===== src/rtl/reg_write_sched.sv =====
// Write scheduler for the I2C register interface: queues one-hot select events,
// arbitrates them round-robin against a local requester and drives the register bank handshake.
module reg_write_sched #(
    parameter int NUM_REGS   = 11,
    parameter int DATA_W     = 8,
    parameter int FIFO_DEPTH = 2
) (
    input  logic                clk,
    input  logic                rst_n,
    input  logic [NUM_REGS-1:0] sel_in,
    input  logic [DATA_W-1:0]   data_in,
    input  logic                loc_req,
    input  logic [3:0]          loc_addr,
    input  logic [DATA_W-1:0]   loc_data,
    output logic                loc_gnt,
    output logic                wr_en,
    output logic [3:0]          wr_addr,
    output logic [DATA_W-1:0]   wr_data,
    input  logic                wr_ack,
    output logic                busy,
    output logic                err_sel,
    output logic                err_ovf,
    output logic                err_addr,
    input  logic                err_clr
);

    localparam int PTR_W = (FIFO_DEPTH > 1) ? $clog2(FIFO_DEPTH) : 1;
    localparam int CNT_W = $clog2(FIFO_DEPTH + 1);

    typedef enum logic [1:0] {IDLE, WR_I2C, WR_LOC} state_t;
    typedef enum logic {SRC_LOC, SRC_I2C} src_t;

    state_t state, state_nx;
    src_t   last_src, last_src_nx;

    logic                sel_armed;
    logic                sel_seen, sel_multi, sel_event;
    logic [3:0]          sel_idx;

    logic [3:0]          fifo_addr [FIFO_DEPTH];
    logic [DATA_W-1:0]   fifo_data [FIFO_DEPTH];
    logic [PTR_W-1:0]    rd_ptr, wr_ptr;
    logic [CNT_W-1:0]    count;
    logic                fifo_ne, fifo_full, push_req, push_ok, pop;

    logic                loc_pend, pick_loc, loc_addr_bad;
    logic                wr_en_nx, loc_gnt_nx;
    logic [3:0]          wr_addr_nx;
    logic [DATA_W-1:0]   wr_data_nx;
    logic                set_sel, set_ovf, set_addr;

    always_comb begin
        sel_seen  = 1'b0;
        sel_multi = 1'b0;
        sel_idx   = '0;
        for (int i = 0; i < NUM_REGS; i++) begin
            if (sel_in[i]) begin
                if (sel_seen) sel_multi = 1'b1;
                sel_seen = 1'b1;
                sel_idx  = 4'(i);
            end
        end
    end

    assign sel_event    = sel_armed && (sel_in != '0);
    assign push_req     = sel_event && !sel_multi;
    assign set_sel      = sel_event && sel_multi;
    assign fifo_ne      = (count != '0);
    assign fifo_full    = (count == CNT_W'(FIFO_DEPTH));
    assign pop          = (state == WR_I2C) && wr_ack;
    assign push_ok      = push_req && (!fifo_full || pop);
    assign set_ovf      = push_req && fifo_full && !pop;
    assign busy         = (state != IDLE) || fifo_ne;
    assign loc_addr_bad = ({1'b0, loc_addr} >= 5'(NUM_REGS));

    // A requester still looking at its grant pulse has already been served.
    assign loc_pend = loc_req && !loc_gnt;
    assign pick_loc = loc_pend && (!fifo_ne || last_src == SRC_I2C);

    always_comb begin
        state_nx    = state;
        last_src_nx = last_src;
        wr_en_nx    = wr_en;
        wr_addr_nx  = wr_addr;
        wr_data_nx  = wr_data;
        loc_gnt_nx  = 1'b0;
        set_addr    = 1'b0;
        case (state)
            IDLE: begin
                if (pick_loc) begin
                    if (loc_addr_bad) begin
                        loc_gnt_nx  = 1'b1;
                        set_addr    = 1'b1;
                        last_src_nx = SRC_LOC;
                    end else begin
                        state_nx   = WR_LOC;
                        wr_en_nx   = 1'b1;
                        wr_addr_nx = loc_addr;
                        wr_data_nx = loc_data;
                    end
                end else if (fifo_ne) begin
                    state_nx   = WR_I2C;
                    wr_en_nx   = 1'b1;
                    wr_addr_nx = fifo_addr[rd_ptr];
                    wr_data_nx = fifo_data[rd_ptr];
                end
            end
            WR_I2C: begin
                if (wr_ack) begin
                    state_nx    = IDLE;
                    wr_en_nx    = 1'b0;
                    last_src_nx = SRC_I2C;
                end
            end
            WR_LOC: begin
                if (wr_ack) begin
                    state_nx    = IDLE;
                    wr_en_nx    = 1'b0;
                    last_src_nx = SRC_LOC;
                    loc_gnt_nx  = 1'b1;
                end
            end
            default: state_nx = IDLE;
        endcase
    end

    always_ff @(posedge clk) begin
        if (!rst_n) begin
            state     <= IDLE;
            last_src  <= SRC_LOC;
            sel_armed <= 1'b0;
            wr_en     <= 1'b0;
            wr_addr   <= '0;
            wr_data   <= '0;
            loc_gnt   <= 1'b0;
            rd_ptr    <= '0;
            wr_ptr    <= '0;
            count     <= '0;
            err_sel   <= 1'b0;
            err_ovf   <= 1'b0;
            err_addr  <= 1'b0;
        end else begin
            state     <= state_nx;
            last_src  <= last_src_nx;
            sel_armed <= (sel_in == '0);
            wr_en     <= wr_en_nx;
            wr_addr   <= wr_addr_nx;
            wr_data   <= wr_data_nx;
            loc_gnt   <= loc_gnt_nx;
            if (push_ok)
                wr_ptr <= (wr_ptr == PTR_W'(FIFO_DEPTH - 1)) ? '0 : wr_ptr + PTR_W'(1);
            if (pop)
                rd_ptr <= (rd_ptr == PTR_W'(FIFO_DEPTH - 1)) ? '0 : rd_ptr + PTR_W'(1);
            case ({push_ok, pop})
                2'b10:   count <= count + CNT_W'(1);
                2'b01:   count <= count - CNT_W'(1);
                default: count <= count;
            endcase
            err_sel  <= set_sel  ? 1'b1 : (err_clr ? 1'b0 : err_sel);
            err_ovf  <= set_ovf  ? 1'b1 : (err_clr ? 1'b0 : err_ovf);
            err_addr <= set_addr ? 1'b1 : (err_clr ? 1'b0 : err_addr);
        end
    end

    // Queue storage needs no reset; the count alone says what is valid.
    always_ff @(posedge clk) begin
        if (push_ok) begin
            fifo_addr[wr_ptr] <= sel_idx;
            fifo_data[wr_ptr] <= data_in;
        end
    end

endmodule

===== config.mk =====
export PLATFORM = sky130hd
export DESIGN_NAME = reg_write_sched
export DESIGN_NICKNAME = d
export VERILOG_FILES = /design/src/rtl/reg_write_sched.sv
export SDC_FILE = /design/constraint.sdc
export NUM_CORES = 1
export LEC_CHECK = 0
export ABC_AREA = 1
export CAP_MARGIN = 20
export CELL_PAD_IN_SITES_DETAIL_PLACEMENT = 0
export CELL_PAD_IN_SITES_GLOBAL_PLACEMENT = 2
export CORE_UTILIZATION = 37
export CTS_CLUSTER_SIZE = 12
export DETAILED_ROUTE_END_ITERATION = 8
export DONT_BUFFER_PORTS = 1
export HOLD_SLACK_MARGIN = 0.05
export PLACE_DENSITY_LB_ADDON = 0.1
export SYNTH_ARGS = -nofsm -noshare
export SYNTH_HDL_FRONTEND = slang
export SYNTH_SLANG_ARGS = --single-unit

===== constraint.sdc =====
create_clock -name clk -period 2.3 [get_ports clk]
set_input_delay 0.345 -clock clk [delete_from_list [all_inputs] [get_ports clk]]
set_output_delay 0.345 -clock clk [all_outputs]
set_load 0.01 [all_outputs]

==> summary.md <==
| Metric | Value |
|---|---|
| Number of clock sinks | `50` |
| Area of the core region | `5990 um2` |
| Critical path arrival | `between 1.5 and 2 ns` |
| Final cycle utilization of the critical path | `73.0%` |
| Tightest Hold Check Type | `input pin to register` |
| Average instance area after synthesis | `9.29 um2` |
| Unrepaired setup endpoints after global routing | `false` |
| Synth Register Bits | `50` |
| Worst-path maximum fanout | `25` |
| Y dimension of the die | `81.2 um` |
| Post-synthesis cell type count | `31` |
| Leak pwr | `0.000982 uW` |
| Worst-case clock skew | `0.00824 ns` |
| Worst supply voltage drop on vdd | `around 0.63 mV` |
| Final GP Congestion | `0.718` |
| Number of warnings issued by yosys | `0` |
| Synth Area in Simple Gates | `around a fifth` |
| CTS tree | `yes` |
| Remaining antenna violation count | `0` |
| Count of boundary I/O pins | `54` |
| Maximum achievable frequency | `596 MHz` |
| Dominant combinational cell family by area after synthesis | `simple AND/OR/NAND/NOR gates` |
| Type of element capturing the critical path | `register` |
| Cell type of the slowest stage on the worst timing path | `sky130_fd_sc_hd__dfxtp_1` |
| Number of setup violations in the final report | `0` |
| Library cell used as clock root buffer | `sky130_fd_sc_hd__clkbuf_8` |
| TritonCTS buffer count | `5` |
| Final Net Count | `between 200 and 300` |
| Hold violation total from the final report | `0` |
| Clk_lat worst skew | `0.30 ns` |
| Peak per-stage delay on the critical path | `roughly 0.40 ns` |
| Most used DFF post-synth | `sky130_fd_sc_hd__dfxtp_1` |
| Die area | `roughly 6600 um2` |
| Met3 wire length | `320 um` |
| Clock input transition at the sequential cells of the worst setup and hold paths | `roughly 0.090 ns` |
| Worst R2R Path Depth | `10` |
| Max-slew violation count | `0` |
| Post-synth net total | `290` |
| Fraction of registers with async set/reset | `0%` |
| Worst reg2reg endpoint | `wr_en` |
| Detailed placer's ending HPWL | `3420 um` |
| Post-detailed-route DRC marker count | `0` |
| Wire length of the first global-routing pass | `between 7000 and 8000 um` |
| Max-cap viol count | `0` |
| Longest Clk Path Bufs | `2` |
| Highest metal layer with signal wires | `met4` |
| Register-to-register path setup slack | `0.62 ns` |
| Cells along the critical path | `inv_2, nand2_2, a21oi_4, nand2_2, o21ai_2, nor2_4, nand2_1, inv_1, o21ai_1, a31oi_1` |
| Crit-path most repeated cell | `sky130_fd_sc_hd__nand2_2` |
| Post-Syn Area | `2320 um2` |
| Routed met1 length | `2210 um` |
| Slew margin rel. | `63.3%` |
| Biggest area consumer among synthesized cells | `sky130_fd_sc_hd__edfxtp_1` |
| Final wirelength | `between 4000 and 5000 um` |
| Number of antenna violations at the first check in global routing | `0` |
| Most frequent cells in the layout | `62 x sky130_fd_sc_hd__nand2_1, 26 x sky130_fd_sc_hd__dfxtp_1, 24 x sky130_fd_sc_hd__edfxtp_1` |
| Count of antenna diodes in the layout | `0` |
| Port-buffer cells | `0` |
| Share of the synthesized area in compound gates (AO/OA/AOI/OAI) | `12.7%` |
| Setup TNS Final | `0 ns` |
| Area share of the leading cell type in the synthesized netlist | `31.0%` |
| Outcome | `finished, final reports clean` |
| Number of synthesized flops with an enable pin | `24` |
| Gates resized, CTS repair | `0` |
| Actual slew at the worst max-slew pin | `roughly 0.55 ns` |
| Startpoint of the lowest-slack hold path | `data_in[2]` |
| Number of global-route vias before repair | `1538` |
| Power per Cell Area | `about 1000 nW/um2` |
| Routed length per instance | `13.6 um` |
| Share of the yosys chip area belonging to registers | `53.4%` |
| Post-Synth Adder-Cell Area | `2.16%` |
| Crit start category | `register` |
| Most frequent standard cell in the layout excluding fill and tap cells | `sky130_fd_sc_hd__nand2_1` |
| Worst Hold Path Cells | `0` |
| Count of fill cells added during filler insertion | `621` |
| Required time of the critical path | `approximately 2.5 ns` |
| Via total after detailed routing | `1601` |
| Worst Hold Path EP | `fifo_data[1][2]` |
| Average vias per placed instance | `4.82` |
| Number of hold buffers added after CTS | `0` |
| Length of routed met2 wiring | `1930 um` |
| Mux share of post-synthesis cell area | `approximately 5.8%` |
| Number of setup buffers added after CTS | `0` |
| Type of the worst setup path | `register to register` |
| H-Tree Depth | `2` |
| Starting Density | `38.8%` |
| Die Span X | `81.2 um` |
| Synth Area in XOR/XNOR | `0.377%` |
| Number of instances in the synthesized netlist | `250` |
| Length of the first detailed-routing pass in iterations | `4` |
| Biggest area contributors in the synthesized netlist | `sky130_fd_sc_hd__edfxtp_1 31%, sky130_fd_sc_hd__dfxtp_1 22%, sky130_fd_sc_hd__nand2_1 10%, sky130_fd_sc_hd__mux2_2 5.8%, sky130_fd_sc_hd__inv_1 3.7%` |
| Number of DRC markers in iteration 0 | `41` |
| Post-route core utilization | `41.9%` |
| Startpoint of the most critical register-to-register path | `count[0]` |
| Ratio of cells with drive above 1 in the final layout | `18.3%` |
| Maximum number of pins on one net before global-route repair | `26` |
| Area Overhead vs Synth | `7.97%` |
| Tmin final | `1.68 ns` |
| Placement row count | `28` |
| GRT Total Usage | `15.3%` |
| Overall overflow remaining after global route | `0` |
==> cells by family after synthesis <==
logic type	count (synthesis)
buffers and inverters	32
AO/OA/AOI/OAI	48
XOR/XNOR	1
adder cells (fa/ha/maj)	4
multiplexers	12
AND/OR/NAND/NOR	103
flip-flops	50
==> cell usage after synthesis, types with 4 or more instances <==
cell                       number
sky130_fd_sc_hd__nor2_2         7
sky130_fd_sc_hd__o21ai_0       15
sky130_fd_sc_hd__nand2_2        5
sky130_fd_sc_hd__nand2_1       62
sky130_fd_sc_hd__ha_1           4
sky130_fd_sc_hd__edfxtp_1      24
sky130_fd_sc_hd__nor2_1        15
sky130_fd_sc_hd__inv_1         23
sky130_fd_sc_hd__a31oi_1       13
sky130_fd_sc_hd__dfxtp_1       26
sky130_fd_sc_hd__mux2_2        12
sky130_fd_sc_hd__nand3_1        7
sky130_fd_sc_hd__a21oi_1       12
==> final cells by class <==
class                   count  area, um2  share of cell area [%]
multi-input cells         168        951                    37.9
flip-flops and latches     50       1240                    49.5
clock inverters             2       13.8                   0.549
clock buffers               6       72.6                    2.89
well taps                  75       93.8                    3.74
repair buffers              5       37.5                    1.50
inverters                  26       97.6                    3.89
==> flip-flops by register name (all words and copies together) (netlist names), named ones only <==
register	flops
fifo_data	16
sel_armed	1
count	2
err_sel	1
last_src	1
fifo_addr	8
loc_gnt	1
err_ovf	1
wr_ptr	1
wr_addr	4
state	2
rd_ptr	1
wr_en	1
err_addr	1
wr_data	8
==> metal layers <==
layer | track usage [%] | vias up
met3 | 4.83 | 6
li1 | - | 847
met2 | 23.4 | 44
met4 | 5.89 | 0
met5 | 0 | -
met1 | 19.9 | 704
==> report_power, final <==
group | total (uW) | internal (uW) | leakage (uW) | switching, uW
logic | 782 | 278 | 0.000507 | 504
registers | 1200 | 1060 | 0.000429 | 138
clock network | 502 | 215 | 0.0000452 | 287
==> worst max path at each step <==
stage | startpoint | endpoint | slack, ns
2_1_floorplan | sel_in[5] | fifo_addr[0][0] | 0.24
3_3_place_gp | sel_in[5] | fifo_data[0][3] | 0.48
3_5_place_dp | sel_in[5] | fifo_data[0][4] | 0.45
4_1_cts | count[0] | wr_en | 0.58
5_1_grt | count[1] | state[1] | 0.41
6_report | count[0] | wr_en | 0.62
==> critical path: cells and delay by family, from the launching register on <==
| kind | cells | cell delay (ns) |
|---|---|---|
| simple gates | 4 | 0.67 |
| flops | 1 | 0.40 |
| compound gates | 4 | 0.35 |
| buf+inv | 2 | 0.18 |
==> stage by stage <==
stage | setup slack [ns] | hold slack (ns) | instances | total power, uW | area, um2
3_3_place_gp | 0.485 | 0.444 | 324 | 2020 | 2420
2_1_floorplan | 0.244 | 0.444 | 250 | 1870 | 2320
4_1_cts | 0.583 | 0.120 | 332 | 2530 | 2510
5_1_grt | 0.414 | 0.109 | 332 | 2690 | 2510
3_5_place_dp | 0.449 | 0.444 | 324 | 2020 | 2420
6_report | 0.622 | 0.133 | 332 | 2480 | 2510
Power figures use the tool's default switching activity.
